===== config.mk =====
export PLATFORM = sky130hd
export DESIGN_NAME = rgb_led_arbiter
export DESIGN_NICKNAME = d
export VERILOG_FILES = /design/src/rtl/rgb_led_arbiter.sv
export SDC_FILE = /design/constraint.sdc
export NUM_CORES = 1
export LEC_CHECK = 0
export CAP_MARGIN = 20
export CORE_MARGIN = 1.5
export CORE_UTILIZATION = 30
export CTS_CLUSTER_DIAMETER = 80
export DETAILED_ROUTE_END_ITERATION = 10
export PLACE_DENSITY = 0.47
export SETUP_SLACK_MARGIN = 0.5
export SYNTH_ARGS = -nofsm -noshare
export SYNTH_HDL_FRONTEND = slang
export SYNTH_SLANG_ARGS = --single-unit

===== constraint.sdc =====
create_clock -name clk_20Mhz -period 4.97 [get_ports clk_20Mhz]
set_clock_uncertainty 0.05 [all_clocks]
set_input_delay 0.7455 -clock clk_20Mhz [delete_from_list [all_inputs] [get_ports clk_20Mhz]]
set_output_delay 0.7455 -clock clk_20Mhz [all_outputs]
set_load 0.01 [all_outputs]

===== src/rtl/rgb_led_arbiter.sv =====
// Shares one RGB LED between three requesters: arbitration, minimum hold, blink and PWM brightness.
// Optional macro RGB_ARB_ROUND_ROBIN_EN switches fixed priority (bit 0 highest) to round-robin.
module rgb_led_arbiter #(
  parameter int CLK_HZ      = 20000000,
  parameter int PWM_BITS    = 8,
  parameter int MIN_HOLD_MS = 100,
  parameter int BLINK_MS    = 500
) (
  input  logic                clk_20Mhz,
  input  logic                rst,
  input  logic [2:0]          req,
  input  logic [8:0]          req_color,
  input  logic [2:0]          req_blink,
  input  logic [PWM_BITS-1:0] duty,
  output logic [2:0]          grant,
  output logic                busy,
  output logic                pwm_red,
  output logic                pwm_green,
  output logic                pwm_blue,
  output logic [1:0]          state_dbg_o
);

  localparam int PRESC_MAX = CLK_HZ / 1000 - 1;
  localparam int PRESC_W   = (PRESC_MAX > 0) ? $clog2(PRESC_MAX + 1) : 1;
  localparam int HOLD_W    = (MIN_HOLD_MS > 0) ? $clog2(MIN_HOLD_MS + 1) : 1;
  localparam int BLINK_W   = (BLINK_MS > 0) ? $clog2(BLINK_MS + 1) : 1;

  localparam logic [PRESC_W-1:0] PRESC_LAST = PRESC_W'(PRESC_MAX);
  localparam logic [HOLD_W-1:0]  HOLD_MAX   = HOLD_W'(MIN_HOLD_MS);
  localparam logic [BLINK_W-1:0] BLINK_LAST = BLINK_W'(BLINK_MS - 1);

  typedef enum logic [1:0] {
    S_IDLE    = 2'd0,
    S_SHOW    = 2'd1,
    S_RELEASE = 2'd2
  } state_t;

  state_t state_q, state_d;

  logic [PRESC_W-1:0]  presc_q, presc_d;
  logic                ms_tick;
  logic [PWM_BITS-1:0] pwm_cnt_q, pwm_cnt_d;
  logic                pwm_cmp;

  logic [1:0]          win_idx;
  logic [2:0]          win_color;
  logic                win_blink;

  logic [1:0]          winner_q, winner_d;
  logic [2:0]          color_q, color_d;
  logic                blink_q, blink_d;
  logic [HOLD_W-1:0]   hold_q, hold_d;
  logic [BLINK_W-1:0]  bcnt_q, bcnt_d;
  logic                phase_q, phase_d;

  logic [2:0]          grant_q, grant_d;
  logic                busy_q, busy_d;
  logic [2:0]          pwm_q, pwm_d;

  // Request/grant protocol: a requester holds req high to ask; grant (registered, one-hot)
  // acknowledges it, and the grant stays for at least the hold time even if req drops early.

  assign ms_tick   = (presc_q == PRESC_LAST);
  assign presc_d   = ms_tick ? '0 : presc_q + 1'b1;
  assign pwm_cnt_d = pwm_cnt_q + 1'b1;
  assign pwm_cmp   = (pwm_cnt_q < duty);

  always_ff @(posedge clk_20Mhz) begin
    if (rst) begin
      presc_q   <= '0;
      pwm_cnt_q <= '0;
    end else begin
      presc_q   <= presc_d;
      pwm_cnt_q <= pwm_cnt_d;
    end
  end

`ifdef RGB_ARB_ROUND_ROBIN_EN
  logic [1:0] last_q, last_d;

  // Search upward from the requester after the previous winner, wrapping at 3.
  always_comb begin
    win_idx = 2'd0;
    case (last_q)
      2'd0:    win_idx = req[1] ? 2'd1 : (req[2] ? 2'd2 : 2'd0);
      2'd1:    win_idx = req[2] ? 2'd2 : (req[0] ? 2'd0 : 2'd1);
      default: win_idx = req[0] ? 2'd0 : (req[1] ? 2'd1 : 2'd2);
    endcase
  end

  assign last_d = (state_q == S_IDLE && (|req)) ? win_idx : last_q;

  always_ff @(posedge clk_20Mhz) begin
    if (rst) last_q <= 2'd2;
    else     last_q <= last_d;
  end
`else
  always_comb begin
    win_idx = req[0] ? 2'd0 : (req[1] ? 2'd1 : 2'd2);
  end
`endif

  always_comb begin
    win_color = req_color[2:0];
    win_blink = req_blink[0];
    case (win_idx)
      2'd1:    begin win_color = req_color[5:3]; win_blink = req_blink[1]; end
      2'd2:    begin win_color = req_color[8:6]; win_blink = req_blink[2]; end
      default: begin win_color = req_color[2:0]; win_blink = req_blink[0]; end
    endcase
  end

  // FSM: state register
  always_ff @(posedge clk_20Mhz) begin
    if (rst) state_q <= S_IDLE;
    else     state_q <= state_d;
  end

  // FSM: next state
  always_comb begin
    state_d = state_q;
    case (state_q)
      S_IDLE:    if (|req) state_d = S_SHOW;
      S_SHOW:    if (!req[winner_q] && (hold_q == HOLD_MAX)) state_d = S_RELEASE;
      S_RELEASE: state_d = S_IDLE;
      default:   state_d = S_IDLE;
    endcase
  end

  // Latched winner data and the hold/blink timers
  always_comb begin
    winner_d = winner_q;
    color_d  = color_q;
    blink_d  = blink_q;
    hold_d   = hold_q;
    bcnt_d   = bcnt_q;
    phase_d  = phase_q;
    case (state_q)
      S_IDLE: begin
        if (|req) begin
          winner_d = win_idx;
          color_d  = win_color;
          blink_d  = win_blink;
          hold_d   = '0;
          bcnt_d   = '0;
          phase_d  = 1'b1;
        end
      end
      S_SHOW: begin
        if (ms_tick) begin
          if (hold_q != HOLD_MAX) hold_d = hold_q + 1'b1;
          if (blink_q) begin
            if (bcnt_q == BLINK_LAST) begin
              bcnt_d  = '0;
              phase_d = ~phase_q;
            end else begin
              bcnt_d = bcnt_q + 1'b1;
            end
          end
        end
      end
      default: ;
    endcase
  end

  always_ff @(posedge clk_20Mhz) begin
    if (rst) begin
      winner_q <= 2'd0;
      color_q  <= 3'b000;
      blink_q  <= 1'b0;
      hold_q   <= '0;
      bcnt_q   <= '0;
      phase_q  <= 1'b1;
    end else begin
      winner_q <= winner_d;
      color_q  <= color_d;
      blink_q  <= blink_d;
      hold_q   <= hold_d;
      bcnt_q   <= bcnt_d;
      phase_q  <= phase_d;
    end
  end

  // FSM: outputs, registered one cycle behind state and counters
  always_comb begin
    grant_d = 3'b000;
    busy_d  = (state_q != S_IDLE);
    pwm_d   = 3'b000;
    if (state_q == S_SHOW) begin
      grant_d = 3'b001 << winner_q;
      if (pwm_cmp && (!blink_q || phase_q)) pwm_d = color_q;
    end
  end

  always_ff @(posedge clk_20Mhz) begin
    if (rst) begin
      grant_q <= 3'b000;
      busy_q  <= 1'b0;
      pwm_q   <= 3'b000;
    end else begin
      grant_q <= grant_d;
      busy_q  <= busy_d;
      pwm_q   <= pwm_d;
    end
  end

  assign grant       = grant_q;
  assign busy        = busy_q;
  assign pwm_red     = pwm_q[0];
  assign pwm_green   = pwm_q[1];
  assign pwm_blue    = pwm_q[2];
  assign state_dbg_o = state_q;

endmodule


### After elaboration in Yosys (flattened, before gate mapping)

Index checks and enable logic that the tools add are counted.
Widths: inputs -> output; s select.

| storage, ports and cells | value |
|---|---|
| logic and storage cells | 75 |
| output and inout bits | 9 |
| register bits | 55 |
| input port bits | 25 |

| operators by class | value |
|---|---|
| shift operators | 1 |
| reductions and logical operators | 17 |
| bitwise gates (word level) | 3 |
| add/subtract/negate cells | 4 |
| $lt $le $gt $ge | 2 |
| equal/unequal tests | 13 |
| muxes and demuxes | 23 |

Operators by type and width:

| cell | number |
|---|---|
| $mux 9 | 4 |
| $mux 7 | 3 |
| $pmux 9 s2 | 1 |
| $add 15x1->15 const B | 1 |
| $eq 15x15->1 const B | 1 |
| $pmux 7 s2 | 1 |
| $ne 2x2->1 const B | 6 |
| $add 9x1->9 const B | 1 |
| $eq 9x9->1 const B | 1 |
| $add 8x1->8 const B | 1 |
| $lt 8x8->1 | 1 |
| $mux 2 | 4 |
| $reduce_and 4->1 | 2 |
| $add 7x1->7 const B | 1 |
| $eq 7x7->1 const B | 1 |
| $ne 7x7->1 const B | 1 |
| $pmux 3 s2 | 1 |
| $reduce_or 3->1 | 2 |
| $mux 1 | 5 |
| $reduce_and 5->1 | 1 |
| $eq 2x1->1 const B | 2 |
| $pmux 1 s2 | 2 |
| $pmux 2 s2 | 1 |
| $reduce_and 2->1 | 2 |
| 11 further kinds | 17 |

### Depth between registers and ports, before layout

Gate-level depths: netlist of the first run.

| logic depth | value |
|---|---|
| depth after elaboration | 6 |
| depth in mapped cells | 7 |
| depth with buffers taken out | 7 |

### Worst setup path after synthesis of the first run

OpenSTA, ideal clock, no wires.

| timing | value |
|---|---|
| path type | input to register |
| start point | input port req[1] |
| end point | register phase_q |
| arrival | 2318 ps |
| library setup time | 115 ps |
| required time | 4805 ps |
| buffers on the path | 1 |
| stages on the path | 6 |
| path slack | 2487 ps |
| cells stage by stage | clkbuf_1 > nor4_1 > or2_1 > a21oi_1 > a21o_1 > o21a_1 |

| on the way | value |
|---|---|
| word-level cells in the longest chain between the ends | 3 |

Ends and longest elaborated chain:

| item | RTL line | text |
|---|---|---|
| from (decl) | 11 | `input logic [2:0] req,` |
| $reduce_or 3->1 | 140 | `if (\|req) begin` |
| $ne 2x2->1 (no line) | n/a |  |
| $reduce_and 5->1 (no line) | n/a |  |
| to (signal assigned) | 180 | `phase_q <= phase_d;` |
| to (decl) | 54 | `logic phase_q, phase_d;` |

Every way passes these cells.
A chain may end at the register's enable or synchronous reset.

### Worst setup path in the final report of the first run

Ends and elaborated chain as after synthesis.

==> results of run 1 <==
[worst min path at each step]
stage	start	end	slack, ns
final	color_q[1]$_SDFFE_PP0P_	pwm_q[1]$_SDFF_PP0_	0.41
after floorplan	pwm_cnt_q[0]$_SDFF_PP0_	pwm_cnt_q[0]$_SDFF_PP0_	0.37
after global routing	color_q[1]$_SDFFE_PP0P_	pwm_q[1]$_SDFF_PP0_	0.44
after CTS	color_q[1]$_SDFFE_PP0P_	pwm_q[1]$_SDFF_PP0_	0.42
after global placement	pwm_cnt_q[0]$_SDFF_PP0_	pwm_cnt_q[0]$_SDFF_PP0_	0.39
after detailed placement	color_q[1]$_SDFFE_PP0P_	pwm_q[1]$_SDFF_PP0_	0.40
[critical path, cell delays in order]
cell             delay, ns
clkdlybuf4s50_1       0.61
nor4_1                0.84
or2_1                 0.32
a21oi_1               0.08
a21o_1                0.27
o21a_1                0.20
[final cells by class]
class / instances / area (um2)
Clock buffer: 7 / 86.33
Clock inverter: 1 / 8.758
Fill cell: 877 / 5485
Inverter: 15 / 56.30
Multi-Input combinational cell: 226 / 1510
Sequential cell: 55 / 1101
Tap cell: 108 / 135.1
Timing Repair Buffer: 34 / 337.8
[placed cells by master, fill, tap and decap left out, types with 2 or more instances in the layout]
cell	count
clkbuf_8	6
nand3_1	21
a211oi_2	2
nor2b_1	4
nor2_1	43
nand2_1	19
a21o_1	4
or3_1	3
o31ai_1	2
or4_1	2
nor3b_1	2
clkdlybuf4s50_1	33
ha_1	12
and3_1	7
and2_1	3
o21ai_0	6
xor2_1	13
nor3_1	12
dfxtp_1	55
o21a_1	3
inv_1	15
mux2i_1	10
nand4b_1	3
xnor2_1	13
a21oi_1	7
nor4_1	4
o41ai_1	2
nand4_1	5
nand2b_1	2
[layer usage]
metal,vias up,routed length [um],track usage
li1,1136,-,-
met1,988,2946,0.1676
met2,18,2548,0.1963
met3,6,119,0.02362
met4,0,66,0.03297
met5,-,0,0
[power by group]
group / internal [mW] / switching, mW
Sequential: 0.452 / 0.0109
Clock: 0.115 / 0.146
Combinational: 0.0456 / 0.0432
[cell usage after synthesis (all sizes together), types with 4 or more instances]
cell,count,share of area
dfxtp,55,0.41
nor2,43,0.060
nand3,21,0.039
nand2,20,0.031
inv,15,0.021
nor3,13,0.028
xnor2,13,0.042
xor2,13,0.042
ha,12,0.056
mux2i,10,0.037
a21oi,8,0.016
and3,7,0.016
clkbuf,7,0.0097
o21ai,6,0.011
nand4,5,0.012
a21o,4,0.011
nor2b,4,0.0093
nor4,4,0.0093
[kinds of logic after synthesis]
kind of cell	synth area share
multiplexers	0.03704
adder cells (fa/ha/maj)	0.05555
AND/OR/NAND/NOR	0.2681
XOR/XNOR	0.08426
flip-flops	0.4074
buffers and inverters	0.03379
AO/OA/AOI/OAI	0.1139
[flip-flops by register name, indices dropped and copies added (netlist names)]
signal and count:
winner_q 2, state_dbg_o 2, pwm_q 3, bcnt_q 9
phase_q 1, color_q 3, pwm_cnt_q 8, busy 1
blink_q 1, grant 3, presc_q 15, hold_q 7
==> run metrics, run 1 <==
status completed; layout cells sized above 1 0.05325; total grt overflow 0; Syn. warnings 0; unrepaired setup endpoints after global routing false; number of global-route vias before repair just over 2000; Rel. slew slack 0.4083; WL per Instance approximately 13 um; CTS Hold Bufs 0; Pwr per Cell Area approximately 250 nW/um2; Tmin final about 2.9 ns; drt total wl approximately 5.7 mm; Setup TNS Final 0 ns; clk slew on worst S/H paths ~0.1 ns; syn nets between 300 and 400; fmax 343.5 MHz; Yosys reg bits 55; count of pins over their slew limit 0; hpwl dp ~4.2 mm; Avg Cell Area, Syn 8.861 um2; Synth cell types 52; Leakage roughly 1.3 nW; nature of the critical path startpoint input pin; EDFF count, synth 0; post-route setup slack slightly above 2 ns; Critical Path Start req[1]; clk buf depth 2; r2r endpoint bcnt_q[6]$_SDFFE_PP0P_; WHS around 0.41 ns; Area after DPL 3141 um2; DIE AREA 9587 um2; reg2reg setup slack about 2.6 ns; Final Hold Vio Count 0; area of the core 8721 um2; die height around 98 um; placed cell count 438; crit path capture phase_q$_SDFFE_PP1P_; Remaining DRCs 0; first-pass GRT wire length between 9 and 10 mm; Port Buffers 33; Antenna Diode Count 0; Hold Crit Class reg -> reg; cts bufs inserted 5; post-route cell area roughly 3200 um2; post-CTS sizing 0; critical path class in -> reg; Max Cap Viol 0; Clock Sinks between 50 and 60; dominant synthesized flop cell dfxtp_1; worst skew pair latency 0.31 ns; pre-CTS setup slack roughly 1.7 ns; vias approximately 2100; setup violators final 0; largest net degree at the start of global routing 23; nets@finish around 370; final period utilization 0.5858; Required @ worst endpoint ~5.1 ns; hold path depth 1; ys async rst share 0; H-Tree Depth 2; sequential share of the synthesized area 0.4074; CTS tree yes; initial antenna violation count 0; Tot Pwr slightly above 0.8 mW; Reg2Reg Depth 5; Post-CTS Setup Inserts 0; Critical Path AT between 3 and 4 ns; chip width 97.92 um; IO Pins 34; Initial Util 0.3099; Pre-Repair DR Iteration Count 4; DRT iter0 DRCs 66; Syn-to-layout area delta 19.72%; DRT antenna net count 0; root buffer cell clkbuf_8; worst flop-to-flop path startpoint presc_q[12]$_SDFF_PP0_; GRT Util Overall 0.1222; critical path peak fanout 9; CP Capture Type flip-flop; Peak VDD IR roughly 110 uV; fin util 0.3710; vias per std cell between 4 and 5; routability cong. 0.7400; Mapped Area 2703 um2; Worst Max-Slew Pin Slew 0.8794 ns; FP Rows 34; cells after synthesis a little over 300; final std cells w/o fill 446
(Power assumes the default switching activity.)
==> run 2, diff against run 1 <==
Clock period 4.97 ns to 2.99 ns, I/O delays scaled along.
==> run 2 against run 1 <==
Critical path type is now reg -> reg. Via count is 2.5% higher. Clock-buffer cell count decreased by 1. Combinational power grew 72%. Setup slack got worse by 1.3 ns.
==> run metrics, run 2 (synthesized netlist as in run 1, its figures left out) <==
status completed (unchanged); GR Layer Usage met1 0.1776 (was 0.1676); Pwr per Cell Area 424.6 nW/um2 (was 251.0 nW/um2); DIE AREA 9587 um2 (unchanged); Remaining DRCs 0 (unchanged); Biggest register presc_q (unchanged); worst stage delay on the critical path 0.52 ns (was 0.84 ns); H-Tree Depth 2 (unchanged); internal power 1.076 mW (was 0.6119 mW); post-route cell area 3286 um2 (was 3236 um2); Setup TNS Final 0 ns (unchanged); nets@finish 378 (was 374); vias per std cell 4.904 (was 4.816); chip width 97.92 um (unchanged); setup violators final 0 (unchanged); CP Capture Type flip-flop (unchanged); commonest non-fill, non-tap cells in the layout dfxtp_1, nor2_1, clkdlybuf4s50_1, nand3_1, nand2_1 (unchanged); Critical Path AT 2.46 ns (was 3.07 ns); Largest register FFs 15 (unchanged); GRT Util Overall 0.1289 (was 0.1222); Tmin final ~2.3 ns; IO Pins 34 (unchanged); Switch Pwr 0.3186 mW (was 0.2001 mW); M3 GR Usage 0.02792 (was 0.02362); Initial Util 0.3099 (unchanged); root buffer cell clkbuf_8 (unchanged); initial antenna violation count 0 (unchanged); Hold Crit Class reg -> reg (unchanged); post-route setup slack 0.7190 ns (was 2.059 ns); critical path peak fanout 7 (was 9); Reg2Reg Depth 6 (was 5); worst skew pair latency 0.30 ns (was 0.31 ns); DRT iter0 DRCs 69 (was 66); FP Rows 34 (unchanged); die height 97.92 um (unchanged); pre-CTS setup slack 0.2401 ns (was 1.702 ns); Max Cap Viol 0 (unchanged); crit path cell chain ha_1, nand4_1, o41ai_4, nand2_4, or4_4, a21oi_2 (was clkdlybuf4s50_1, nor4_1, or2_1, a21oi_1, a21o_1, o21a_1); final period utilization 0.7595; Peak VDD IR 208.4 uV (was 109.2 uV); DRT antenna net count 0 (unchanged); Rel. slew slack 0.4443 (was 0.4083); Clock Power Share 0.339 (was 0.321); Post-CTS Setup Inserts 0 (unchanged); drt total wl 5.773 mm (was 5.681 mm); hpwl dp 4.335 mm (was 4.197 mm); Reg power frac 0.551 (was 0.570); hold path depth 1 (unchanged); clk slew on worst S/H paths 0.10 ns (about the same); Final Hold Vio Count 0 (unchanged); vias 2202 (was 2148); share of total power in combinational logic 0.110 (was 0.109); unrepaired setup endpoints after global routing false (unchanged); switching fraction of total power 0.2284 (was 0.2465); post-CTS sizing 0 (unchanged); nature of the critical path startpoint flip-flop (was input pin); count of pins over their slew limit 0 (unchanged); largest net degree at the start of global routing 22 (was 23); Port Buffers 33 (unchanged); Required @ worst endpoint 3.18 ns (was 5.13 ns); first-pass GRT wire length 10.19 mm (was 9.660 mm); critical path class reg -> reg (was in -> reg); fmax around 440 MHz; Leakage 1.283 nW (was 1.260 nW); CTS Hold Bufs 0 (unchanged); layout cells sized above 1 0.07038 (was 0.05325); Area after DPL 3171 um2 (was 3141 um2); Pre-Repair DR Iteration Count 4 (unchanged); routability cong. 0.7463 (was 0.7400); cts bufs inserted 5 (unchanged); total grt overflow 0 (unchanged); reg2reg setup slack 0.72 ns (was 2.56 ns); CP max stage cell o41ai_4 (was nor4_1); WL per Instance 12.86 um (was 12.74 um); number of global-route vias before repair 2135 (was 2015); commonest non-fill, non-tap cell in the layout dfxtp_1 (unchanged); Clock Sinks 55 (unchanged); clk buf depth 2 (unchanged); Syn-to-layout area delta 21.57% (was 19.72%); met2 Usage GRT 0.2032 (was 0.1963); CTS tree yes (unchanged); area of the core 8721 um2 (unchanged); fin util 0.3768 (was 0.3710); Antenna Diode Count 0 (unchanged); Regs by FF count presc_q x15, bcnt_q x9, pwm_cnt_q x8 (unchanged); layer with the highest usage met2 (unchanged); Worst Max-Slew Pin Slew 0.8228 ns (was 0.8794 ns)
run 2: path summary, 6_finish.rpt:
check                               start                       to
setup reg to reg    presc_q[0]$_SDFF_PP0_   bcnt_q[6]$_SDFFE_PP0P_
hold / removal    pwm_cnt_q[0]$_SDFF_PP0_  pwm_cnt_q[0]$_SDFF_PP0_
hold reg to reg   pwm_cnt_q[0]$_SDFF_PP0_  pwm_cnt_q[0]$_SDFF_PP0_
setup / recovery    presc_q[0]$_SDFF_PP0_   bcnt_q[6]$_SDFFE_PP0P_
run 2: through the flow:
stage,std cells,power [mW],hold slack [ns]
after floorplan,305,0.8694,0.3706
after global placement,442,0.9399,0.3885
after detailed placement,442,0.9406,0.3971
after CTS,449,1.424,0.4221
after global routing,449,1.474,0.4550
final,449,1.395,0.4151
run 2: worst max-delay path, delay by kind of cell, from the launching register on:
kind	cells	cell delay (ns)
simple gates	3	0.86
flops	1	0.39
fa+ha+maj	1	0.27
compound gates	2	0.66
run 2: final cells by class:
type	instances	area, um2
clock buffer	6	72.57
timing repair buffer	38	367.9
sequential	55	1101
clock inverter	1	30.03
inverter	15	56.30
tap	108	135.1
multi-input combinational	226	1523
fill	902	5435
run 2: power by group through the flow:
stage          clock network [mW]  registers, mW  logic (mW)
2_1_floorplan                   0          0.781      0.0888
3_3_place_gp                    0          0.786       0.154
3_5_place_dp                    0          0.786       0.154
4_1_cts                     0.499          0.769       0.155
5_1_grt                     0.529          0.772       0.173
6_report                    0.473          0.769       0.153
run 2: metal layers:
metal  share of wire  wire length (um)
met1            0.51              2946
met2            0.46              2644
met5               0                 0
met3           0.025               142
met4          0.0069                40
==> run 3, diff against run 2 <==
Clock period 2.99 ns to 2.1 ns, I/O delays scaled along.
==> run 3 against run 2 <==
Sequential power rose by 42%. Sequential share of layout area decreased by 5.0 points. Setup slack got worse by 0.68 ns. Maximum frequency up 10%. Wire length is 9.4% higher. Clock power rose by 46%. First-iteration DRC count is 13% lower. Non-clock buffer count grew 37. Design area increased by 19%. Cell count is 8.2% higher.
==> run metrics, run 3 (synthesized netlist as in run 1, its figures left out) <==
Remaining DRCs 0 (unchanged); layout cells sized above 1 0.2937 (was 0.07038); fmax 485.5 MHz (was 440.3 MHz); Largest register FFs 15 (unchanged); Regs by FF count presc_q x15, bcnt_q x9, pwm_cnt_q x8 (unchanged); nature of the critical path startpoint flip-flop (unchanged); crit path cell chain or4b_4, buf_6, o41ai_4, nand2_4, or4_4, a21oi_2 (was ha_1, nand4_1, o41ai_4, nand2_4, or4_4, a21oi_2); FF/Latch Area 1117 um2 (was 1101 um2); Pre-Repair DR Iteration Count 4 (unchanged); worst flop-to-flop path startpoint presc_q[8]$_SDFF_PP0_ (was presc_q[0]$_SDFF_PP0_); total grt overflow 0 (unchanged); count of pins over their slew limit 0 (unchanged); Multi-input gate area 1799 um2 (was 1523 um2); commonest non-fill, non-tap cell in the layout dfxtp_1 (unchanged); CTS tree yes (unchanged); DRT antenna net count 0 (unchanged); commonest non-fill, non-tap cells in the layout dfxtp_1, buf_4, nor2_1, clkdlybuf4s50_1, nand3_1 (was dfxtp_1, nor2_1, clkdlybuf4s50_1, nand3_1, nand2_1); Max Cap Viol 0 (unchanged); worst stage delay on the critical path 0.54 ns (was 0.52 ns); status completed (unchanged); Leakage 1.542 nW (was 1.283 nW); vias 2359 (was 2202); final period utilization 0.9808 (was 0.7595); fin util 0.4491 (was 0.3768); critical path peak fanout 5 (was 7); Peak VDD IR 307.7 uV (was 208.4 uV); Area after DPL 3433 um2 (was 3171 um2); Rel. slew slack 0.6718 (was 0.4443); Hold Crit Class reg -> reg (unchanged); first-pass GRT wire length 10.66 mm (was 10.19 mm); Final Hold Vio Count 0 (unchanged); Biggest register presc_q (unchanged); setup violators final 0 (unchanged); DRT iter0 DRCs 60 (was 69); root buffer cell clkbuf_8 (unchanged); routability cong. 0.7211 (was 0.7463); DIE AREA 9587 um2 (unchanged); critical path class reg -> reg (unchanged); Syn-to-layout area delta 44.91% (was 21.57%); CP bufs+invs 1 (was 0); FP Rows 34 (unchanged); post-route cell area 3916 um2 (was 3286 um2); clk slew on worst S/H paths 0.09 ns (was 0.10 ns); GRT Util Overall 0.1360 (was 0.1289); Setup TNS Final 0 ns (unchanged); die height 97.92 um (unchanged); Pwr per Cell Area 531.8 nW/um2 (was 424.6 nW/um2); # fillers 835 (was 902); Critical Path AT 2.25 ns (was 2.46 ns); hold_sp presc_q[0]$_SDFF_PP0_ (was pwm_cnt_q[0]$_SDFF_PP0_); chip width 97.92 um (unchanged); nets@finish 415 (was 378); WL per Instance 13.00 um (was 12.86 um); Worst Max-Slew Pin Slew 0.4904 ns (was 0.8228 ns); unrepaired setup endpoints after global routing true (was false); worst skew pair latency 0.31 ns (was 0.30 ns); number of global-route vias before repair 2235 (was 2135); cts bufs inserted 5 (unchanged); clk buf depth 2 (unchanged); Tmin final 2.060 ns (was 2.271 ns); pre-CTS setup slack 0.01309 ns (was 0.2401 ns); Critical Path Start presc_q[8]$_SDFF_PP0_ (was presc_q[0]$_SDFF_PP0_); CP Capture Type flip-flop (unchanged); Required @ worst endpoint 2.29 ns (was 3.18 ns); drt total wl 6.317 mm (was 5.773 mm); Clock Sinks 55 (unchanged); initial antenna violation count 0 (unchanged); area of the core 8721 um2 (unchanged); largest net degree at the start of global routing 22 (unchanged); CP max stage cell or4b_4 (was o41ai_4); hpwl dp 4.482 mm (was 4.335 mm); H-Tree Depth 2 (unchanged); post-route setup slack 0.04041 ns (was 0.7190 ns); Antenna Diode Count 0 (unchanged); WHS 0.3806 ns (was 0.4151 ns); Port Buffers 33 (unchanged); vias per std cell 4.854 (was 4.904); IO Pins 34 (unchanged); Worst path top cell family by delay simple AND/OR/NAND/NOR gates (unchanged); Initial Util 0.3099 (unchanged)
## run 3: cell types whose count changed in the layout (fill, tap and decap cells not counted), moves of 5 or more
| cell | before | now |
|---|---|---|
| nor2_4 | 0 | 9 |
| ha_1 | 12 | 6 |
| nor2_2 | 0 | 5 |
| dlymetal6s2s_1 | 0 | 7 |
| nor2_1 | 43 | 29 |
| buf_4 | 5 | 36 |
| dfxtp_1 | 55 | 48 |
| clkdlybuf4s50_1 | 33 | 25 |
## run 3: metrics by stage
step	power (mW)	cells
finish	2.083	486
CTS	2.081	482
floorplan	1.251	305
detailed placement	1.376	469
global route	2.186	486
global placement	1.375	469
## run 3: metal layers
metal  vias to the layer above  global-route usage  wire length [um]
met2                        18              0.2164              3018
met1                      1115              0.1884              3119
li1                       1219                   -                 -
met4                         0             0.03626                63
met5                         -                   0                 0
met3                         7             0.02649               116
## run 3: layout make-up
class | count | area share
multi-input combinational | 226 | 0.4594
timing repair buffer | 75 | 0.1802
sequential | 55 | 0.2853
clock inverter | 1 | 0.007668
tap | 108 | 0.03450
inverter | 15 | 0.01438
clock buffer | 6 | 0.01853
## run 3: worst paths after layout
| check | end | slack [ns] | cells past startpoint |
|---|---|---|---|
| max | bcnt_q[6]$_SDFFE_PP0P_ | 0.04 | 6 |
| min | presc_q[0]$_SDFF_PP0_ | 0.38 | 1 |
| max reg2reg | bcnt_q[6]$_SDFFE_PP0P_ | 0.04 | 6 |
| min reg2reg | presc_q[0]$_SDFF_PP0_ | 0.38 | 1 |
## run 3: timing repair
action,CTS,global route
buffers inserted,5,4
hold buffers,0,0
endpoints found under the setup margin,35,35
pin swaps,15,18
gates cloned,1,0
gates resized for setup,28,47
## run 3: where the power goes
| part | switching [mW] | total, mW | internal, mW |
|---|---|---|---|
| registers | 0.0249 | 1.09 | 1.07 |
| logic | 0.137 | 0.301 | 0.163 |
| clock network | 0.340 | 0.690 | 0.350 |
